==> src/rtl/my_add_sequencer_pkg.sv <==
// ============================================================================
// Module   : my_add_sequencer_pkg
// Purpose  : Shared types and constants for the operand add sequencer.
// Revision : 1.0 - initial release
// ============================================================================
`default_nettype none

package my_add_sequencer_pkg;

  typedef enum logic [1:0] {
    ST_IDLE  = 2'd0,
    ST_ACCUM = 2'd1,
    ST_DONE  = 2'd2
  } state_t;

  localparam int          c_uio_start = 0;
  localparam int          c_uio_valid = 1;
  localparam int          c_uio_busy  = 4;
  localparam int          c_uio_done  = 5;
  localparam int          c_uio_ovf   = 6;
  localparam int          c_uio_ready = 7;
  localparam logic [7:0]  c_oe_mask   = 8'hF0;

endpackage

`default_nettype wire

==> src/rtl/my_add_sequencer_if.sv <==
// ============================================================================
// Module   : my_add_sequencer_if
// Purpose  : Pin bundle between the sequencer and its driver.
// Revision : 1.0 - initial release
// ============================================================================
`default_nettype none

interface my_add_sequencer_if;
  logic       ena;
  logic [7:0] ui_in;
  logic [7:0] uio_in;
  logic [7:0] uo_out;
  logic [7:0] uio_out;
  logic [7:0] uio_oe;

  modport master (
    output ena, ui_in, uio_in,
    input  uo_out, uio_out, uio_oe
  );

  modport slave (
    input  ena, ui_in, uio_in,
    output uo_out, uio_out, uio_oe
  );
endinterface

`default_nettype wire

==> src/rtl/my_add_sequencer_sync_edge.sv <==
// ============================================================================
// Module   : sync_edge
// Purpose  : Two-flop synchronizer followed by a one-cycle rising-edge pulse.
// Revision : 1.0 - initial release
// ============================================================================
`default_nettype none

module sync_edge (
  input  logic clk,
  input  logic rst_n,
  input  logic i_pin,
  output logic o_edge
);

  logic r_sync1;
  logic r_sync2;
  logic r_prev;

  always_ff @(posedge clk or negedge rst_n) begin
    if (!rst_n) begin
      r_sync1 <= 1'b0;
      r_sync2 <= 1'b0;
      r_prev  <= 1'b0;
    end else begin
      r_sync1 <= i_pin;
      r_sync2 <= r_sync1;
      r_prev  <= r_sync2;
    end
  end

  assign o_edge = r_sync2 & ~r_prev;

endmodule

`default_nettype wire

==> src/rtl/my_add_sequencer.sv <==
// ============================================================================
// Module   : my_add_sequencer
// Purpose  : Accumulates N strobed 8-bit operands and reports sum + overflow.
// Revision : 1.0 - initial release
// ============================================================================
`default_nettype none

module my_add_sequencer
  import my_add_sequencer_pkg::*;
(
  input  logic                 clk,
  input  logic                 rst_n,
  my_add_sequencer_if.slave    bus
);

  logic       w_start_edge;
  logic       w_valid_edge;
  logic [8:0] w_sum;
  logic       w_unused;

  state_t     r_state,      w_state_nxt;
  logic [7:0] r_acc,        w_acc_nxt;
  logic [3:0] r_cnt,        w_cnt_nxt;
  logic [7:0] r_result,     w_result_nxt;
  logic       r_ovf,        w_ovf_nxt;
  logic       r_ovf_sticky, w_ovf_sticky_nxt;

  sync_edge u_start_sync (
    .clk    (clk),
    .rst_n  (rst_n),
    .i_pin  (bus.uio_in[c_uio_start]),
    .o_edge (w_start_edge)
  );

  sync_edge u_valid_sync (
    .clk    (clk),
    .rst_n  (rst_n),
    .i_pin  (bus.uio_in[c_uio_valid]),
    .o_edge (w_valid_edge)
  );

  // One adder serves both the running sum and the final result.
  assign w_sum = {1'b0, r_acc} + {1'b0, bus.ui_in};

  always_ff @(posedge clk or negedge rst_n) begin
    if (!rst_n) begin
      r_state      <= ST_IDLE;
      r_acc        <= 8'h00;
      r_cnt        <= 4'h0;
      r_result     <= 8'h00;
      r_ovf        <= 1'b0;
      r_ovf_sticky <= 1'b0;
    end else begin
      r_state      <= w_state_nxt;
      r_acc        <= w_acc_nxt;
      r_cnt        <= w_cnt_nxt;
      r_result     <= w_result_nxt;
      r_ovf        <= w_ovf_nxt;
      r_ovf_sticky <= w_ovf_sticky_nxt;
    end
  end

  always_comb begin
    w_state_nxt      = r_state;
    w_acc_nxt        = r_acc;
    w_cnt_nxt        = r_cnt;
    w_result_nxt     = r_result;
    w_ovf_nxt        = r_ovf;
    w_ovf_sticky_nxt = r_ovf_sticky;
    case (r_state)
      ST_IDLE: begin
        if (w_start_edge) begin
          w_state_nxt      = ST_ACCUM;
          w_cnt_nxt        = bus.ui_in[3:0];
          w_acc_nxt        = 8'h00;
          w_ovf_sticky_nxt = 1'b0;
        end
      end
      ST_ACCUM: begin
        if (w_valid_edge) begin
          if (r_cnt != 4'h0) begin
            w_acc_nxt        = w_sum[7:0];
            w_ovf_sticky_nxt = r_ovf_sticky | w_sum[8];
            w_cnt_nxt        = r_cnt - 4'h1;
          end else begin
            w_result_nxt = w_sum[7:0];
            w_ovf_nxt    = r_ovf_sticky | w_sum[8];
            w_state_nxt  = ST_DONE;
          end
        end
      end
      ST_DONE:  w_state_nxt = ST_IDLE;
      default:  w_state_nxt = ST_IDLE;
    endcase
  end

  always_comb begin
    bus.uio_out              = 8'h00;
    bus.uio_out[c_uio_busy]  = (r_state == ST_ACCUM);
    bus.uio_out[c_uio_done]  = (r_state == ST_DONE);
    bus.uio_out[c_uio_ovf]   = r_ovf;
    bus.uio_out[c_uio_ready] = (r_state == ST_IDLE);
  end

  assign bus.uo_out = r_result;
  assign bus.uio_oe = c_oe_mask;

  assign w_unused = &{1'b0, bus.ena, bus.uio_in[7:2]};

endmodule

`default_nettype wire
==> src/flat_wrapper.sv <==
// flat-port wrapper written by rule: the top's interface ports become plain ports
module my_add_sequencer_flat import my_add_sequencer_pkg::*;
  (clk, rst_n, bus_ena, bus_ui_in, bus_uio_in, bus_uo_out, bus_uio_out, bus_uio_oe);
  my_add_sequencer_if bus_i ();
  input  logic clk;
  input  logic rst_n;
  input wire logic [$bits(bus_i.ena)-1:0] bus_ena;
  input wire logic [$bits(bus_i.ui_in)-1:0] bus_ui_in;
  input wire logic [$bits(bus_i.uio_in)-1:0] bus_uio_in;
  output wire logic [$bits(bus_i.uo_out)-1:0] bus_uo_out;
  output wire logic [$bits(bus_i.uio_out)-1:0] bus_uio_out;
  output wire logic [$bits(bus_i.uio_oe)-1:0] bus_uio_oe;
  assign bus_i.ena = bus_ena;
  assign bus_i.ui_in = bus_ui_in;
  assign bus_i.uio_in = bus_uio_in;
  assign bus_uo_out = bus_i.uo_out;
  assign bus_uio_out = bus_i.uio_out;
  assign bus_uio_oe = bus_i.uio_oe;
  my_add_sequencer u_core (.clk(clk), .rst_n(rst_n), .bus(bus_i));
endmodule
==> config.mk <==
export PLATFORM = sky130hd
export DESIGN_NAME = my_add_sequencer_flat
export DESIGN_NICKNAME = d
export VERILOG_FILES = /design/src/rtl/my_add_sequencer_pkg.sv /design/src/rtl/my_add_sequencer_if.sv /design/src/rtl/my_add_sequencer_sync_edge.sv /design/src/rtl/my_add_sequencer.sv /design/src/flat_wrapper.sv
export SDC_FILE = /design/constraint.sdc
export NUM_CORES = 1
export LEC_CHECK = 0
export BUFFER_PORTS_ARGS = -buffer_cell sky130_fd_sc_hd__buf_4
export CELL_PAD_IN_SITES_DETAIL_PLACEMENT = 0
export CELL_PAD_IN_SITES_GLOBAL_PLACEMENT = 1
export CORE_MARGIN = 3
export CORE_UTILIZATION = 35
export CTS_CLUSTER_SIZE = 20
export DETAILED_ROUTE_END_ITERATION = 6
export PLACE_DENSITY = 0.72
export SLEW_MARGIN = 20
export SYNTH_ARGS = -nofsm -noshare
export SYNTH_HDL_FRONTEND = slang
export SYNTH_SLANG_ARGS = --single-unit
==> constraint.sdc <==
create_clock -name clk -period 2.6 [get_ports clk]
set_clock_uncertainty 0.1 [all_clocks]
set_input_delay 0 -clock clk [delete_from_list [all_inputs] [get_ports clk]]
set_output_delay 0 -clock clk [all_outputs]
set_load 0.01 [all_outputs]
### Yosys cells after proc, flatten, opt, wreduce, memory -nomap -nowiden

Cells that the tools add are included.
Widths: inputs -> output; s select.

| word-level totals | value |
|---|---|
| flip-flop bits (word level) | 30 |
| input bits | 19 |
| output and inout bits | 24 |
| logic and storage cells | 48 |

| operators by class | value |
|---|---|
| add/sub/neg operators | 2 |
| equal/unequal tests | 6 |
| mux-type cells | 16 |
| bitwise operators | 6 |
| reductions and logical operators | 6 |

Operator list:

| operator | count |
|---|---|
| $mux 8 | 3 |
| $pmux 8 s2 | 1 |
| $mux 4 | 3 |
| $add 8x8->9 | 1 |
| $pmux 4 s2 | 1 |
| $mux 2 | 3 |
| $ne 2x1->1 const B | 3 |
| $reduce_and 3->1 | 2 |
| $pmux 2 s2 | 1 |
| $reduce_and 4->1 | 1 |
| $reduce_bool 4->1 | 1 |
| $sub 4x1->4 const B | 1 |
| $mux 1 | 3 |
| $not 1->1 | 3 |
| $and 1x1->1 | 2 |
| $eq 2x1->1 const B | 1 |
| $eq 2x2->1 const B | 1 |
| $logic_not 2->1 | 1 |
| $ne 2x2->1 const B | 1 |
| $pmux 1 s2 | 1 |
| $reduce_bool 2->1 | 1 |
| $or 1x1->1 | 1 |

### Logic depth before layout (Yosys ltp)

| depth | value |
|---|---|
| depth in word-level cells | 5 |
| gate-level depth with buffers | 8 |
| depth with buffers taken out | 7 |

### By module

Synthesis repeated with hierarchy kept, for this count alone.

| second synthesis, totals | value |
|---|---|
| cell total of the unflattened synthesis | 152 |
| area, all modules | 1624.1 sq um |

Modules (own cells, without submodules):

| module | times used | cells each | area each (sq um) |
|---|---|---|---|
| my_add_sequencer | 1 | 144 | 1446.4 |
| sync_edge | 2 | 4 | 88.8 |

### Worst setup path before layout

Ideal clock, no wire load.

| timing path | value |
|---|---|
| path kind | register -> register |
| start point | register u_core.r_acc[0] |
| end point | register u_core.r_result[6], in the netlist u_core.bus.uo_out[6] |
| setup time | 125 ps |
| arrival time | 1840 ps |
| required time | 2375 ps |
| setup slack | 535 ps |
| stages on the path, launching flop included | 7 |
| buffers on the path | 0 |
| clock period less this slack | 2065 ps |
| cells stage by stage | dfrtp_1 ha_1 fa_1 a21o_1 a221oi_1 xnor2_1 mux2_2 |

| on the way | value |
|---|---|
| word-level cells in the longest chain between the ends | 1 |

RTL lines:

| what | RTL line | RTL |
|---|---|---|
| start: declaration | my_add_sequencer.sv:22 | `logic [7:0] r_acc, w_acc_nxt;` |
| start signal: assignment | my_add_sequencer.sv:55 | `r_acc <= w_acc_nxt;` |
| $add 8x8->9 | my_add_sequencer.sv:43 | `assign w_sum = {1'b0, r_acc} + {1'b0, bus.ui_in};` |
| end signal: assignment | my_add_sequencer.sv:57 | `r_result <= w_result_nxt;` |
| end: declaration | my_add_sequencer.sv:24 | `logic [7:0] r_result, w_result_nxt;` |

No other way between the ends.
A chain may end at the register's enable or synchronous reset.

### Worst setup path in the final report

| timing path | value |
|---|---|
| start point | register u_core.r_cnt[0] |
| end point | register u_core.r_result[4], in the netlist u_core.bus.uo_out[4] |

| on the way | value |
|---|---|
| word-level cells in the longest chain between the ends | 3 |

RTL lines:

| what | RTL line | RTL |
|---|---|---|
| start: declaration | my_add_sequencer.sv:23 | `logic [3:0] r_cnt, w_cnt_nxt;` |
| start signal: assignment | my_add_sequencer.sv:56 | `r_cnt <= w_cnt_nxt;` |
| $reduce_bool 4->1 | my_add_sequencer.sv:81 | `if (r_cnt != 4'h0) begin` |
| $not 1->1 (no source line) | n/a |  |
| $reduce_and 3->1 (no source line) | n/a |  |

No other way between the ends.

==> run summary <==
Switch share - 0.340
WP depth - 6
Synth Flop Type - dfrtp_1
Worst min-delay path class - primary input to async pin
Period utilisation layout - 0.879
Sequential share of the synthesized area - 0.474
Rel. slew slack - 0.544
FILL cells - 401
Die Y - 73.2 um
Clk pwr share - 0.266
CP top delay family - simple AND/OR/NAND/NOR gates
WP buf/inv - 2
Total Routing Usage GR - 0.138
Peak supply drop - 0.000570 V
Drt total wl - 3.31 mm
Critical path's largest stage delay - 0.41 ns
Clock sinks - 30
Initial DRC count - 54
Mapped Cells - 152
Diodes inserted - 0
Setup_tns - 0 ns
Post-CTS setup buffers - 0
Root Buffer - clkbuf_8
Startpoint Class - flop
Placement Rows - 23
Final setup vio count - 0
WS Path Type - flop to flop
Final std cells w/o fill - 234
Area growth, synth to finish - 23.3%
Grt total ovfl - 0
Fin area - 1950 um2
Status - completed
Worst Setup End Kind - flop
Cell Area, Synth - 1580 um2
Cell internal pwr - 1.48 mW
Max clock buf depth - 2
Final #Nets - 212
Yosys warnings - 0
Slew @ Worst Pin - 0.682 ns
First-pass GRT wire length - 5.53 mm
TritonCTS Buffers - 5
Setup WS pre-CTS - 0.328 ns
Logic pwr share - 0.394
Die ar. - 5360 um2
Sequential Area - 751 um2
TritonRoute pass-1 iters - 4
Power, Total - 2.24 mW
Post-CTS Hold Buffers - 7
GPL Wtd Cong - 0.790
Register bit count reported by yosys - 30
DRC viols - 0
CTS tree - done
CTS H-tree depth - 2
FF-to-FF Start - u_core.r_cnt[0]$_DFFE_PN0P_
Ports - 43
Share of cells above drive strength 1 - 0.201
Achievable frequency - 0.438 GHz
Sequential Power Share - 0.339
CP arrival - 2.36 ns
Tmin final - 2.29 ns
Slew Limit Fails - 0
Via count - 1182
Worst path required time - 2.67 ns
Post-CTS Resized - 0
Wire per inst - 14.1 um
WHS - 0.0834 ns
Initial antenna violation count - 0
Cell area power density - 1150 nW/um2
Largest net degree at the start of global routing - 31
I/O Buffers - 23
EDFF count, synth - 0
Critical-path cell list - inv_1, ha_1, or3b_1, or2_1, inv_2, mux2_2
Post-synth ARST share - 1.00
Max_cap viols - 0
Reg clk slew, reported paths - 0.07 ns
Core footprint - 4170 um2
FF-to-FF End - u_core.bus.uo_out[4]$_DFFE_PN0P_
Initial core utilization - 0.379
Leak pwr - 0.946 nW
Vias in the first global route - 1173
NetSw - 0.760 mW
Die Wd - 73.2 um
Multi-input gate area - 738 um2
DR vias/cell - 5.05
Worst-path fanout max - 9
Dpl hpwl - 2.34 mm
Fin. Hold Viols - 0
Skew-Pair Late Insertion Delay - 0.29 ns
CP max stage cell - dfrtp_1
PnR worst setup slack - 0.315 ns
Inst Count DP - 219
Synthesized area per cell - 10.4 um2
Post-synthesis cell type count - 42
Placed Area - 1740 um2
Flop-to-flop setup slack - 0.31 ns
Worst reg-to-reg path cell count - 6
RSZ-0062 raised after global routing - false
Final core occ - 0.468
ANT nets after route - 0
## power groups by stage
stage               clock [mW]  sequential [mW]  combinational (mW)
floorplan                    0            0.764               0.620
detailed placement           0            0.764               0.877
global placement             0            0.750               0.859
global route             0.624            0.780                1.01
finish                   0.596            0.758               0.882
CTS                      0.606            0.756               0.891
## worst max-delay path by stage
stage / endpoint / startpoint
2_1_floorplan: u_core.bus.uo_out[6]$_DFFE_PN0P_ / u_core.r_acc[0]$_DFFE_PN0P_
3_3_place_gp: u_core.bus.uo_out[3]$_DFFE_PN0P_ / u_core.r_cnt[0]$_DFFE_PN0P_
3_5_place_dp: u_core.bus.uo_out[6]$_DFFE_PN0P_ / u_core.r_cnt[0]$_DFFE_PN0P_
4_1_cts: u_core.bus.uo_out[3]$_DFFE_PN0P_ / u_core.r_cnt[0]$_DFFE_PN0P_
5_1_grt: u_core.r_cnt[0]$_DFFE_PN0P_ / u_core.r_cnt[0]$_DFFE_PN0P_
6_report: u_core.bus.uo_out[4]$_DFFE_PN0P_ / u_core.r_cnt[0]$_DFFE_PN0P_
## flip-flops by register name (all words and copies together) (netlist names)
register / cells
u_core.bus.uo_out: 8
u_core.r_acc: 8
u_core.r_cnt: 4
u_core.r_ovf: 1
u_core.r_ovf_sticky: 1
u_core.r_state: 2
u_core.u_start_sync.r_prev: 1
u_core.u_start_sync.r_sync1: 1
u_core.u_start_sync.r_sync2: 1
u_core.u_valid_sync.r_prev: 1
u_core.u_valid_sync.r_sync1: 1
u_core.u_valid_sync.r_sync2: 1
## routing by layer
| layer | track usage | vias up | part of all wire |
|---|---|---|---|
| met5 | 0 | - | 0 |
| met1 | 0.168 | 567 | 0.44 |
| met2 | 0.224 | 29 | 0.48 |
| met3 | 0.0358 | 7 | 0.053 |
| met4 | 0.0676 | 0 | 0.022 |
| li1 | - | 579 | - |
## logic make-up after synthesis
| group | after synthesis | synth area share |
|---|---|---|
| compound gates | 40 | 0.168 |
| xor+xnor | 4 | 0.0221 |
| fa+ha+maj | 10 | 0.0838 |
| buf+inv | 20 | 0.0830 |
| flops | 30 | 0.474 |
| mux | 3 | 0.0213 |
| other cells | 2 | 0.00474 |
| simple gates | 43 | 0.142 |
## area by class of cell
type | count | area share
inverters | 4 | 0.00769
clock inverters | 2 | 0.0308
repair buffers | 30 | 0.124
clock buffers | 6 | 0.0423
flip-flops and latches | 30 | 0.385
well taps | 50 | 0.0321
multi-input cells | 112 | 0.378
## layout by cell type (no fill, tap or decap), types with 2 or more instances in the layout
cell,count
dfrtp_1,30
buf_4,23
nand2_1,13
conb_1,12
a21oi_1,11
nor2_1,10
ha_1,9
dlygate4sd3_1,7
a22o_1,6
clkbuf_8,6
o21ai_0,5
o21ai_1,4
nand2b_1,3
inv_1,3
a21o_1,3
mux2_2,3
nor3b_1,2
xnor2_1,2
xor2_1,2
a211oi_1,2
or3_1,2
o21a_1,2
nor3_1,2
o31ai_1,2
bufinv_16,2
## synth_stat cells, types with 3 or more instances
library cell,count,area (um2)
dfrtp_1,30,751
buf_4,13,97.6
nand2_1,13,48.8
a21oi_1,11,55.1
nor2_1,10,37.5
ha_1,9,113
a22o_1,6,52.6
o21ai_0,5,25.0
o21ai_1,4,20.0
a21o_1,3,22.5
inv_1,3,11.3
mux2_2,3,33.8
nand2b_1,3,18.8
Note: power is estimated with default switching activity, not from simulation.
